## src/rtl/ysyx_24090018_regfile_sb.sv

```systemverilog
// ysyx_24090018_regfile_sb
// Integer register file for the JX500 core with a per-register busy
// scoreboard. Decode reserves a destination through the issue handshake,
// and the writeback port releases it. x0 always reads as zero and is never
// busy. Reads are combinational, so the read ports return the current
// register value and busy bit in the same cycle.
//
// Optional feature: define YSYX_24090018_RF_BYPASS_EN to forward the
// writeback port straight to any read port that addresses the register
// being written. In that case the read returns the new data and a clear
// busy flag. Without the macro, reads return the pre-edge state.
// Scoreboard and issue behaviour are the same in both builds.

module ysyx_24090018_regfile_sb #(
    parameter int ADDR_WIDTH = 5,
    parameter int DATA_WIDTH = 32,
    parameter int NUM_READ   = 2
) (
    input  logic                           clk,
    input  logic                           rst_n,
    input  logic                           wen,
    input  logic [ADDR_WIDTH-1:0]          waddr,
    input  logic [DATA_WIDTH-1:0]          wdata,
    input  logic [NUM_READ*ADDR_WIDTH-1:0] raddr,
    output logic [NUM_READ*DATA_WIDTH-1:0] rdata,
    output logic [NUM_READ-1:0]            rbusy,
    input  logic                           issue_valid,
    input  logic [ADDR_WIDTH-1:0]          issue_rd,
    output logic                           issue_ready,
    input  logic                           flush,
    output logic [ADDR_WIDTH:0]            busy_cnt
);

    localparam int NREGS = 1 << ADDR_WIDTH;

    // Population count of a busy vector. x0 is never busy, so the result
    // fits in ADDR_WIDTH+1 bits.
    function automatic logic [ADDR_WIDTH:0] busy_popcount(input logic [NREGS-1:0] vec);
        logic [ADDR_WIDTH:0] cnt;
        cnt = {(ADDR_WIDTH+1){1'b0}};
        for (int i = 0; i < NREGS; i++) begin
            cnt = cnt + {{ADDR_WIDTH{1'b0}}, vec[i]};
        end
        return cnt;
    endfunction

    logic [DATA_WIDTH-1:0] rf_q [NREGS];
    logic [NREGS-1:0]      busy_q;
    logic [NREGS-1:0]      busy_d;
    logic [ADDR_WIDTH:0]   busy_cnt_q;

    logic                  wr_en_s;
    logic                  issue_ready_s;
    logic                  issue_acc_s;
    logic [NREGS-1:0]      rel_mask_s;
    logic [NREGS-1:0]      set_mask_s;

    // A write to x0 is discarded, so it neither changes data nor releases x0.
    assign wr_en_s = wen && (waddr != {ADDR_WIDTH{1'b0}});

    // Issue readiness: x0 is always free. A busy register becomes free in
    // the same cycle if writeback is releasing it.
    always_comb begin
        issue_ready_s = 1'b0;
        if (issue_rd == {ADDR_WIDTH{1'b0}}) begin
            issue_ready_s = 1'b1;
        end else if (!busy_q[issue_rd]) begin
            issue_ready_s = 1'b1;
        end else if (wr_en_s && (waddr == issue_rd)) begin
            issue_ready_s = 1'b1;
        end else begin
            issue_ready_s = 1'b0;
        end
    end

    // A reservation of x0 is accepted as a handshake but reserves nothing.
    assign issue_acc_s = issue_valid && issue_ready_s
                         && (issue_rd != {ADDR_WIDTH{1'b0}});

    assign rel_mask_s = wr_en_s
                        ? ({{(NREGS-1){1'b0}}, 1'b1} << waddr)
                        : {NREGS{1'b0}};
    assign set_mask_s = issue_acc_s
                        ? ({{(NREGS-1){1'b0}}, 1'b1} << issue_rd)
                        : {NREGS{1'b0}};

    // Next busy vector. The set is applied after the release, so it wins
    // when both target the same register. A flush drops everything,
    // including a same-cycle reservation.
    always_comb begin
        busy_d = {NREGS{1'b0}};
        if (flush) begin
            busy_d = {NREGS{1'b0}};
        end else begin
            busy_d = (busy_q & ~rel_mask_s) | set_mask_s;
        end
        busy_d[0] = 1'b0;
    end

    // Register data storage. A flush does not affect data writes.
    always_ff @(posedge clk) begin
        if (!rst_n) begin
            for (int i = 0; i < NREGS; i++) begin
                rf_q[i] <= {DATA_WIDTH{1'b0}};
            end
        end else if (wr_en_s) begin
            rf_q[waddr] <= wdata;
        end
    end

    // Scoreboard state. The busy count is registered alongside the busy
    // vector, so it always matches it.
    always_ff @(posedge clk) begin
        if (!rst_n) begin
            busy_q     <= {NREGS{1'b0}};
            busy_cnt_q <= {(ADDR_WIDTH+1){1'b0}};
        end else begin
            busy_q     <= busy_d;
            busy_cnt_q <= busy_popcount(busy_d);
        end
    end

    assign issue_ready = issue_ready_s;
    assign busy_cnt    = busy_cnt_q;

    for (genvar g = 0; g < NUM_READ; g++) begin : g_rd
        logic [ADDR_WIDTH-1:0] ra_s;
        logic [DATA_WIDTH-1:0] rd_s;
        logic                  rb_s;

        assign ra_s = raddr[g*ADDR_WIDTH +: ADDR_WIDTH];

        // Combinational read port. x0 reads as zero and not busy, and the
        // optional forward path takes precedence over stored state.
        always_comb begin
            rd_s = {DATA_WIDTH{1'b0}};
            rb_s = 1'b0;
            if (ra_s == {ADDR_WIDTH{1'b0}}) begin
                rd_s = {DATA_WIDTH{1'b0}};
                rb_s = 1'b0;
`ifdef YSYX_24090018_RF_BYPASS_EN
            end else if (wr_en_s && (ra_s == waddr)) begin
                rd_s = wdata;
                rb_s = 1'b0;
`endif
            end else begin
                rd_s = rf_q[ra_s];
                rb_s = busy_q[ra_s];
            end
        end

        assign rdata[g*DATA_WIDTH +: DATA_WIDTH] = rd_s;
        assign rbusy[g]                          = rb_s;
    end

endmodule

```

## config.mk

```make
export PLATFORM = sky130hd
export DESIGN_NAME = ysyx_24090018_regfile_sb
export DESIGN_NICKNAME = d
export VERILOG_FILES = /design/src/rtl/ysyx_24090018_regfile_sb.sv
export SDC_FILE = /design/constraint.sdc
export NUM_CORES = 2
export LEC_CHECK = 0
export ABC_AREA = 0
export CORE_MARGIN = 8
export CORE_UTILIZATION = 30
export CTS_BUF_LIST = sky130_fd_sc_hd__clkbuf_8
export CTS_CLUSTER_DIAMETER = 80
export DETAILED_ROUTE_END_ITERATION = 10
export GPL_ROUTABILITY_DRIVEN = 0
export GPL_TIMING_DRIVEN = 0
export SETUP_SLACK_MARGIN = 0.2
export SLEW_MARGIN = 20
export SYNTH_ARGS = -nofsm -noshare
export SYNTH_HDL_FRONTEND = slang
export SYNTH_SLANG_ARGS = --single-unit
```

## constraint.sdc

```tcl
create_clock -name clk -period 6.9 [get_ports clk]
set_input_delay 1.38 -clock clk [delete_from_list [all_inputs] [get_ports clk]]
set_output_delay 1.38 -clock clk [all_outputs]
set_load 0.005 [all_outputs]
```

==> results by group <==
Route
  • Via count: 35.1k
  • Antenna Violating Nets Remaining: 0
  • Detailed Route WL: 184,000 um
  • Vias per std cell: 5.27
  • Drt wl/cell: 27.6 um
  • DRC viols: 0
  • First-pass iteration count of the detailed router: 6
  • DRT iter0 DRCs: 4,295

Floorplan
  • Chip height: 454 um
  • DIE WIDTH: 454 um
  • Ports: 130
  • Core area: 192,000 um2
  • Area of the die: 206,000 um2
  • Starting Density: 0.301
  • Site row count: 161

Placement
  • Buffers added on ports: 116
  • DP HPWL: 146,000 um
  • Placed standard-cell area: 63,000 um2

Worst setup path
  • WP buf/inv: 11
  • R2R Setup Slk: 530 ps
  • Worst Setup Path Type: primary input to flop
  • Crit-path slowest cell: fa_1
  • Crit Path Max Fanout: 5
  • Most common cell on crit path: fa_1
  • Crit path DAT: 7550 ps
  • Reg-to-Reg Start: busy_q[20]
  • Req. time, crit path: 7720 ps
  • Critical Path End Type: flop
  • Delay-heaviest family, CP: adder cells
  • Critical Path Max Stage Delay: 550 ps
  • Crit. Startpoint: issue_rd[0]
  • Critical path launch point type: primary input

Finish
  • Share of post-route cells with drive strength above 1: 0.273
  • Final Cell Area: 66,600 um2
  • Storage cell area: 31,500 um2
  • Multi-input gate area: 25,000 um2
  • Synthesis-to-finish area growth: 15.4%
  • Nets: 4,081
  • Fill cell total of the finished layout: 18.3k

Clock tree
  • CTS tree: done
  • CTS max path bufs: 3
  • Clk_lat worst skew: 900 ps
  • Clk root buf: clkbuf_8
  • Clock sinks: 1,061
  • CTS buffer count: 163
  • Htree depth: 4
  • Worst-path clk slew: 70 ps

Global route
  • Number of global-route vias before repair: 35.7k
  • GRT Total Usage: 0.174
  • Initial antenna violation count: 12
  • Largest net degree at the start of global routing: 31
  • First-pass GRT wire length: 259,000 um
  • Total gr overflow: 0

Logic synthesis
  • Top_reg_cell synth: edfxtp_1
  • Post-synthesis sequential area ratio: 0.546
  • Post-Syn Instances: 3,623
  • Post-synth EDFFs: 1,024
  • Syn Area/Cell: 15.9 um2
  • Synth unique cells: 55
  • Synth warn: 0
  • Synth Register Bits: 1,061
  • Post-synthesis cell area: 57,700 um2
  • Synth async-reset ratio: 0

Timing
  • Relative slew margins: 0.191
  • Max-slew violation count: 0
  • Min cycle time layout: 6730 ps
  • Period utilization: 0.975
  • Hold Vio Cnt, Final: 0
  • RSZ-0062 raised after global routing: true
  • Worst-Margin Slew: 1200 ps
  • Final hold slack: 520 ps
  • Final Skew: 27.7 ps
  • FMAX: 0.149 GHz
  • Final setup violation count: 0

Pwr
  • Leakage: 22.3 nW
  • Power density cells: 224 nW/um2
  • Final Total Pwr: 14.9 mW
  • Peak VDD IR: 184 uV

Min path
  • Hold path startpoint: busy_q[5]
  • Worst min path class: flop to flop

Status
  • Status: finished, final reports clean

Job
  • Max_cap viols: 0
[stage by stage]
stage,util,setup TNS [ps],setup WS [ps],cells
2_1_floorplan,-,-123,-123,3654
3_3_place_gp,0.324,-113480,-1430,6296
3_5_place_dp,0.329,-8280,-1290,6330
4_1_cts,0.345,0,128,6625
5_1_grt,0.347,0,57.4,6649
6_report,0.347,0,171,6658
[cell usage after synthesis (21+ instances only)]
| cell | n | area (um2) |
|---|---|---|
| clkbuf_1 | 276 | 1040 |
| nor2_1 | 106 | 398 |
| and2_1 | 993 | 6210 |
| dfxtp_1 | 37 | 741 |
| nand2_1 | 98 | 368 |
| buf_2 | 69 | 345 |
| fa_1 | 23 | 460 |
| edfxtp_1 | 1024 | 30700 |
| buf_1 | 37 | 139 |
| a21oi_1 | 21 | 105 |
| inv_1 | 23 | 86.3 |
| mux2i_1 | 73 | 731 |
| mux4_2 | 663 | 14900 |
[routing by layer]
layer  global-route usage  share of wire  vias to the layer above
met2                0.292           0.49                     1705
met4               0.0982          0.061                        0
met3               0.0280          0.075                      376
li1                     -              -                    14718
met5                    0              0                        -
met1                0.214           0.37                    18267
[registers in the layout, summed over array words and instances (netlist names)]
register,flops
busy_cnt,6
busy_q,31
rf_q,1024
[timing repair]
item,in CTS,in global routing
setup endpoints to repair,59,5
gates cloned,0,1
gates resized for setup,48,38
setup buffers,6,18
hold buffers,0,0
pin swaps,9,27
[where the power goes]
| part | internal (mW) | leakage (nW) | switching [mW] |
|---|---|---|---|
| Combinational | 1.01 | 10.5 | 1.23 |
| Sequential | 7.41 | 10.1 | 0.168 |
| Clock | 2.44 | 1.69 | 2.63 |
[final timing paths]
kind,endpoint,cells after the start
min reg2reg,busy_q[5],2
min,busy_q[5],2
max reg2reg,busy_cnt[4],22
max,busy_cnt[4],28
[placed cells by master, fill, tap and decap left out, types with 27 or more instances in the layout]
cell,Yosys,final
and2_1,993,993
buf_1,37,27
buf_12,0,35
buf_2,69,71
clkbuf_1,276,252
clkbuf_8,0,166
clkdlybuf4s50_1,0,111
clkinv_1,1,40
conb_1,1,32
dfxtp_1,37,37
edfxtp_1,1024,1024
inv_1,23,64
mux2i_1,73,73
mux4_2,663,663
nand2_1,98,71
nand2_2,0,27
nor2_1,106,101
[cell families after synthesis]
logic type               Yosys count  share of synthesized area
XOR/XNOR                           8                    0.00122
multiplexers                     741                      0.273
flip-flops                      1061                      0.546
AND/OR/NAND/NOR                 1271                      0.129
buffers and inverters            412                     0.0289
adder cells (fa/ha/maj)           30                    0.00951
AO/OA/AOI/OAI                     99                     0.0124
other                              1                  0.0000650
[layout make-up]
class                   instances  share of cell area
flip-flops and latches       1061               0.473
multi-input cells            2181               0.375
well taps                    2526              0.0475
clock buffers                 166              0.0343
repair buffers                175              0.0315
plain buffers                 388              0.0257
clock inverters               123              0.0107
inverters                      24             0.00137
diodes                         14            0.000526
[worst register-to-register path, cell delays in order (launching register included)]
cell      delay (ps)
dfxtp_1          430
mux2i_1          100
mux4_2           520
and3b_1          220
buf_6            150
buf_12           140
o211ai_1         240
a21o_1           160
fa_1             430
fa_1             500
fa_1             540
fa_1             590
inv_2             50
fa_1             500
inv_1             50
fa_1             480
fa_2             390
fa_2             360
inv_2             50
a21o_1           110
a21oi_2           50
xor2_1           130
nor2_1           100
No activity file was read; power rests on OpenSTA's default activity.
